[config.mk]
export PLATFORM = sky130hd
export DESIGN_NAME = sa_instr_sequencer
export DESIGN_NICKNAME = d
export VERILOG_FILES = /design/src/rtl/sa_instr_sequencer.sv
export SDC_FILE = /design/constraint.sdc
export NUM_CORES = 1
export LEC_CHECK = 0
export ABC_AREA = 1
export BUFFER_PORTS_ARGS = -buffer_cell sky130_fd_sc_hd__buf_2
export CAP_MARGIN = 20
export CORE_MARGIN = 2
export CORE_UTILIZATION = 60
export CTS_CLUSTER_SIZE = 20
export DETAILED_ROUTE_END_ITERATION = 8
export PLACE_DENSITY_LB_ADDON = 0.12
export SLEW_MARGIN = 20
export SYNTH_ARGS = -nofsm -noshare
export SYNTH_HDL_FRONTEND = slang
export SYNTH_SLANG_ARGS = --single-unit
[constraint.sdc]
create_clock -name clk -period 3.6 [get_ports clk]
set_clock_uncertainty 0.15 [all_clocks]
set_input_delay 0.36 -clock clk [delete_from_list [all_inputs] [get_ports clk]]
set_output_delay 0.36 -clock clk [all_outputs]
set_load 0.03 [all_outputs]
[src/rtl/sa_instr_sequencer.sv]
// Program sequencer: fetches opcodes from a small instruction memory and hands
// them to an execution unit with valid/ready/done handshaking, repeating the program.
module sa_instr_sequencer #(
    parameter int DEPTH = 8,
    parameter int IW    = 4,
    parameter int RW    = 8,
    localparam int AW   = $clog2(DEPTH)
) (
    input  logic          clk,
    input  logic          rst,
    input  logic [AW-1:0] addrI,
    input  logic [IW-1:0] dataI,
    input  logic          enI,
    input  logic [RW-1:0] cfg_repeat,
    input  logic          ap_start,
    output logic          ap_idle,
    output logic          ap_done,
    output logic          op_valid,
    input  logic          op_ready,
    output logic [IW-1:0] op_code,
    output logic [AW-1:0] op_index,
    input  logic          op_done,
    output logic [IW-1:0] currInstruction,
    output logic [RW-1:0] pass_cnt
);

    typedef enum logic [2:0] {
        S_IDLE,
        S_FETCH,
        S_ISSUE,
        S_WAIT,
        S_DONE
    } state_t;

    state_t        r_state;
    state_t        w_next;
    logic [IW-1:0] r_mem [DEPTH];
    logic [AW-1:0] r_pc;
    logic [RW-1:0] r_pass;
    logic [RW-1:0] r_repeat;
    logic [IW-1:0] r_instr;
    logic          w_lastPc;
    logic          w_lastPass;
    logic          w_halt;

    assign w_lastPc   = (r_pc == AW'(DEPTH - 1));
    assign w_lastPass = (r_pass == r_repeat);
    assign w_halt     = (r_instr == '0);

    always_ff @(posedge clk) begin
        if (!rst) begin
            r_state <= S_IDLE;
        end else begin
            r_state <= w_next;
        end
    end

    always_comb begin
        w_next = r_state;
        case (r_state)
            S_IDLE:  if (ap_start) w_next = S_FETCH;
            S_FETCH: w_next = S_ISSUE;
            S_ISSUE: begin
                if (w_halt) begin
                    w_next = S_DONE;
                end else if (op_ready) begin
                    w_next = S_WAIT;
                end
            end
            S_WAIT: begin
                if (op_done) begin
                    w_next = (w_lastPc && w_lastPass) ? S_DONE : S_FETCH;
                end
            end
            S_DONE:  w_next = S_IDLE;
            default: w_next = S_IDLE;
        endcase
    end

    // Memory has no reset so a program survives an aborted run.
    always_ff @(posedge clk) begin
        if (r_state == S_IDLE && enI) begin
            r_mem[addrI] <= dataI;
        end
    end

    always_ff @(posedge clk) begin
        if (!rst) begin
            r_pc     <= '0;
            r_pass   <= '0;
            r_repeat <= '0;
            r_instr  <= '0;
        end else begin
            case (r_state)
                S_IDLE: begin
                    if (ap_start) begin
                        r_repeat <= cfg_repeat;
                        r_pc     <= '0;
                        r_pass   <= '0;
                    end
                end
                S_FETCH: r_instr <= r_mem[r_pc];
                S_WAIT: begin
                    if (op_done) begin
                        if (!w_lastPc) begin
                            r_pc <= r_pc + AW'(1);
                        end else if (!w_lastPass) begin
                            r_pc   <= '0;
                            r_pass <= r_pass + RW'(1);
                        end
                    end
                end
                default: ;
            endcase
        end
    end

    assign ap_idle         = (r_state == S_IDLE);
    assign ap_done         = (r_state == S_DONE);
    assign op_valid        = (r_state == S_ISSUE) && !w_halt;
    assign op_code         = r_instr;
    assign op_index        = r_pc;
    assign currInstruction = r_instr;
    assign pass_cnt        = r_pass;

endmodule

# Word level (Yosys, flattened, before mapping)
# Memory sizes are Yosys's and may differ from the RTL's. A register that Yosys moved wholly into a read port is not among the register bits.
# Cells that the tools add are included.
# Widths: inputs -> output; s select.
# totals
ff_bits	22
ram_bits	32
in_bits	21
memories	1
# mem_list
name	depth	width	rd	rd_ports_with_merged_regs	write_ports	line_no	text
r_mem	8	4	1	1	1	37	logic [IW-1:0] r_mem [DEPTH];
# op_classes
add_sub_neg	2
eq_ne	12
n_mux	18
reduce_logical	12
# op_table
op	n
$mux 8	4
$mux 3	9
$pmux 8 s2	1
$pmux 3 s4	1
$add 8x1->8 const B	1
$eq 8x8->1	1
$ne 2x2->1 const B	4
$eq 3x2->1 const B	2
$eq 3x3->1 const B	2
$ne 3x3->1 const B	2
$pmux 3 s2	1
$reduce_and 5->1	1
$logic_not 4->1	1
$reduce_and 4->1	1
$add 3x1->3 const B	1
$eq 3x1->1 const B	1
$logic_and 1x1->1	3
$logic_not 3->1	1
$reduce_and 3->1	1
$logic_not 1->1	2
$mux 1	2
$reduce_and 2->1	1
$reduce_bool 2->1	1

# Depth between registers and ports, before layout
# depth
ltp_word	5
mapped_depth	11
depth_no_buf	11

# Worst setup path after synthesis
# No wires, ideal clock.
# synth_timing
path_kind	flip-flop to flip-flop
start	register r_pc[1] (netlist: op_index[1])
end	register r_pass[7] (netlist: pass_cnt[7])
arrival_ps	1520
path_slack_ps	1798
path_stages_with_launch	8
cell_sequence	dfxtp_1 > ha_1 > ha_1 > nor2_1 > a211oi_4 > nand2_2 > nand2_1 > a21oi_1
# synth_between
elab_chain_cells	3
# synth_rtl
item	line_no	text
start, declared	38	logic [AW-1:0] r_pc;
start signal, assigned	106	r_pc <= r_pc + AW'(1);
$eq 3x3->1	46	assign w_lastPc = (r_pc == AW'(DEPTH - 1));
$ne 2x2->1 (no line)	-	
$reduce_and 5->1 (no line)	-	
end signal, assigned	109	r_pass <= r_pass + RW'(1);
end, declared	39	logic [RW-1:0] r_pass;
# No other way between the ends.
# A chain may end at the register's enable or synchronous reset.

# Worst setup path in the final report
# layout_timing
start	register r_pc[0] (netlist: op_index[0])
end	register r_pass[7] (netlist: pass_cnt[7])
# Same word-level chain as after synthesis.

==> impl_metrics.env <==
export IMPL_cts_buffers_inserted=9
export IMPL_cp_top_family="flip-flops"
export IMPL_drt_wirelength_per_cell_um=14.1
export IMPL_max_slew_margin_pct=56.6
export IMPL_layout_commonest_cell="nand2_1"
export IMPL_core_area_um2=4320
export IMPL_finalSetupTns_ps=0
export IMPL_cpMaxStageDelayCell="dfxtp_1"
export IMPL_finalPower_mw=2.33
export IMPL_worst_ep_arrival_time_ps=2280
export IMPL_place_gp_congestion=0.835
export IMPL_grt_pass1_vias=2048
export IMPL_clock_latency_ps=340
export IMPL_post_synth_num_cell_types=28
export IMPL_dp_hpwl_um=4070
export IMPL_crit_path_end_kind="flop"
export IMPL_worst_setup_path_type="flop to flop"
export IMPL_timing_hold_violations_final=0
export IMPL_drcViolationCount=0
export IMPL_grt_first_pass_wirelength_um=9190
export IMPL_clkSlewWorstSetupHoldPaths_ps=70
export IMPL_cp_common_cell="ha_1"
export IMPL_diodes=0
export IMPL_cts_tree="yes"
export IMPL_setup_viol=0
export IMPL_min_period_over_period_pct=61.5
export IMPL_syn_avg_cell_area_um2=8.85
export IMPL_maxSlewViolCount=0
export IMPL_port_buffers=42
export IMPL_drt_iter0_drc=134
export IMPL_firstDrtPassIters=4
export IMPL_yosysWarnings=0
export IMPL_htree_levels=3
export IMPL_std_cell_rows=24
export IMPL_syn_nets=327
export IMPL_cts_root_buf="clkbuf_8"
export IMPL_ant_nets=0
export IMPL_layout_nets=368
export IMPL_worstHoldPathType="primary input to flop"
export IMPL_ys_seq_area_share_pct=55.3
export IMPL_start_util_pct=62.0
export IMPL_path_cells="ha_1 > ha_1 > nor2_1 > a211oi_4 > nand2_2 > nand2_1 > a21oi_1"
export IMPL_synthesis_area_um2=2680
export IMPL_grt_util_all_layers_pct=24.5
export IMPL_clockBufferDepth=2
export IMPL_ioPinCount=43
export IMPL_cts_resized_gates=0
export IMPL_clock_sinks=58
export IMPL_tightest_slew_ps=646
export IMPL_vias=2147
export IMPL_syn_inst=303
export IMPL_fmax_ghz=0.451
export IMPL_max_stage_delay_ps=710
export IMPL_grt_overflow_total=0
export IMPL_drt_wl_total_um=5660
export IMPL_drive_gt1_share_pct=20.6
export IMPL_grt_max_degree=21
export IMPL_post_route_util_pct=71.9
export IMPL_worstPathRequired_ps=3660
export IMPL_finalCriticalPeriod_ps=2210
export IMPL_vias_per_cell=5.35
export IMPL_cp_buffers_inverters=0
export IMPL_p_leak_nw=1.26
export IMPL_die_area_um2=5020
export IMPL_status="finished, final reports clean"
export IMPL_antenna_found_initial=0
export IMPL_powerDensity_nw_per_um2=749
export IMPL_critPathLaunchType="flop"
export IMPL_holdBufCountCts=0
export IMPL_crit_fanout=20
export IMPL_cap_violations=0
export IMPL_die_x_um=70.8
export IMPL_synthToLayoutAreaGrowth_pct=16.1
export IMPL_rsz0062_at_grt="no"
export IMPL_final_cell_mix="55 x nand2_1, 44 x nor2_1, 42 x buf_2"
export IMPL_synth_seq_cells=58
export IMPL_cts_setup_buffers=0
export IMPL_ir_drop_mv=0.398
export IMPL_chipHeight_um=70.8
==> per-stage QoR <==
| stage | instance area, µm² | worst slack, ps | hold slack [ps] | std cells |
|---|---|---|---|---|
| CTS | 3110 | 1390 | 129 | 401 |
| finish | 3110 | 1390 | 139 | 401 |
| detailed placement | 2890 | 1420 | 313 | 385 |
| global placement | 2890 | 1490 | 303 | 385 |
| floorplan | 2680 | 1800 | 294 | 303 |
| global route | 3110 | 1230 | 153 | 401 |
==> Yosys cell counts <==
| master | n | area share (%) |
|---|---|---|
| a211oi_4 | 1 | 0.75 |
| a21oi_1 | 24 | 4.5 |
| buf_2 | 2 | 0.37 |
| buf_4 | 4 | 1.1 |
| clkbuf_1 | 6 | 0.84 |
| clkinv_1 | 1 | 0.14 |
| clkinv_4 | 1 | 0.33 |
| dfxtp_1 | 26 | 19 |
| edfxtp_1 | 32 | 36 |
| ha_1 | 3 | 1.4 |
| inv_1 | 19 | 2.7 |
| inv_2 | 4 | 0.56 |
| nand2_1 | 55 | 7.7 |
| nand2_2 | 1 | 0.23 |
| nand2_4 | 1 | 0.42 |
| nand3_1 | 20 | 3.7 |
| nand3_2 | 2 | 0.75 |
| nand4_1 | 5 | 1.2 |
| nor2_1 | 44 | 6.2 |
| nor2_2 | 3 | 0.70 |
| nor3_1 | 6 | 1.1 |
| nor3b_1 | 2 | 0.56 |
| o211ai_1 | 8 | 2.2 |
| o21ai_0 | 22 | 4.1 |
| o21ai_1 | 2 | 0.37 |
| o31ai_1 | 1 | 0.28 |
| or2_2 | 1 | 0.23 |
| xnor2_1 | 7 | 2.3 |
==> per-layer routing <==
layer  track usage (%)  share of wire, %  vias to the layer above
li1                  -                 -                     1107
met1              28.9                42                      973
met2              41.8                51                       57
met3              4.84               4.9                       10
met4              13.8               2.0                        0
met5                 0                 0                        -
==> registers in the layout (all words and copies together) (netlist names) <==
| register | cells |
|---|---|
| op_index | 3 |
| currInstruction | 4 |
| pass_cnt | 8 |
| r_mem | 32 |
| r_state | 3 |
| r_repeat | 8 |
==> kinds of logic (layout without fill, tap and decap cells) <==
family                     count (synthesis)  after routing  share of synthesized area (%)
buffers and inverters                     37             83                           6.02
AOI/OAI and AO/OA                         58             58                           12.2
xor gates and xnor gates                   7              7                           2.29
and+or+nand+nor                          140            140                           22.8
adders and majority gates                  3              3                           1.40
DFF                                       58             58                           55.3
==> power breakdown <==
group | internal (mW) | switching, mW
Clock | 0.387 | 0.262
Sequential | 0.782 | 0.111
Combinational | 0.249 | 0.539
==> final cells by class <==
class	count	area, µm²
Sequential cell	58	1480
Fill cell	335	1210
Multi-Input combinational cell	208	1040
Timing Repair Buffer	42	210
Clock buffer	9	124
Inverter	25	98.8
Clock inverter	7	93.8
Tap cell	52	65.1
==> tightest hold or removal path, stage by stage <==
cell     delay (ps)
buf_2           100
nand3_1          70
a21oi_1          60
==> worst paths after layout <==
path,from,end,slack [ps],depth (start not counted)
setup / recovery,op_index[0],pass_cnt[7],1390,7
hold / removal,cfg_repeat[7],r_repeat[7],140,3
setup reg to reg,op_index[0],pass_cnt[7],1390,7
hold reg to reg,r_repeat[4],r_repeat[4],320,2
(Power assumes the default switching activity.)
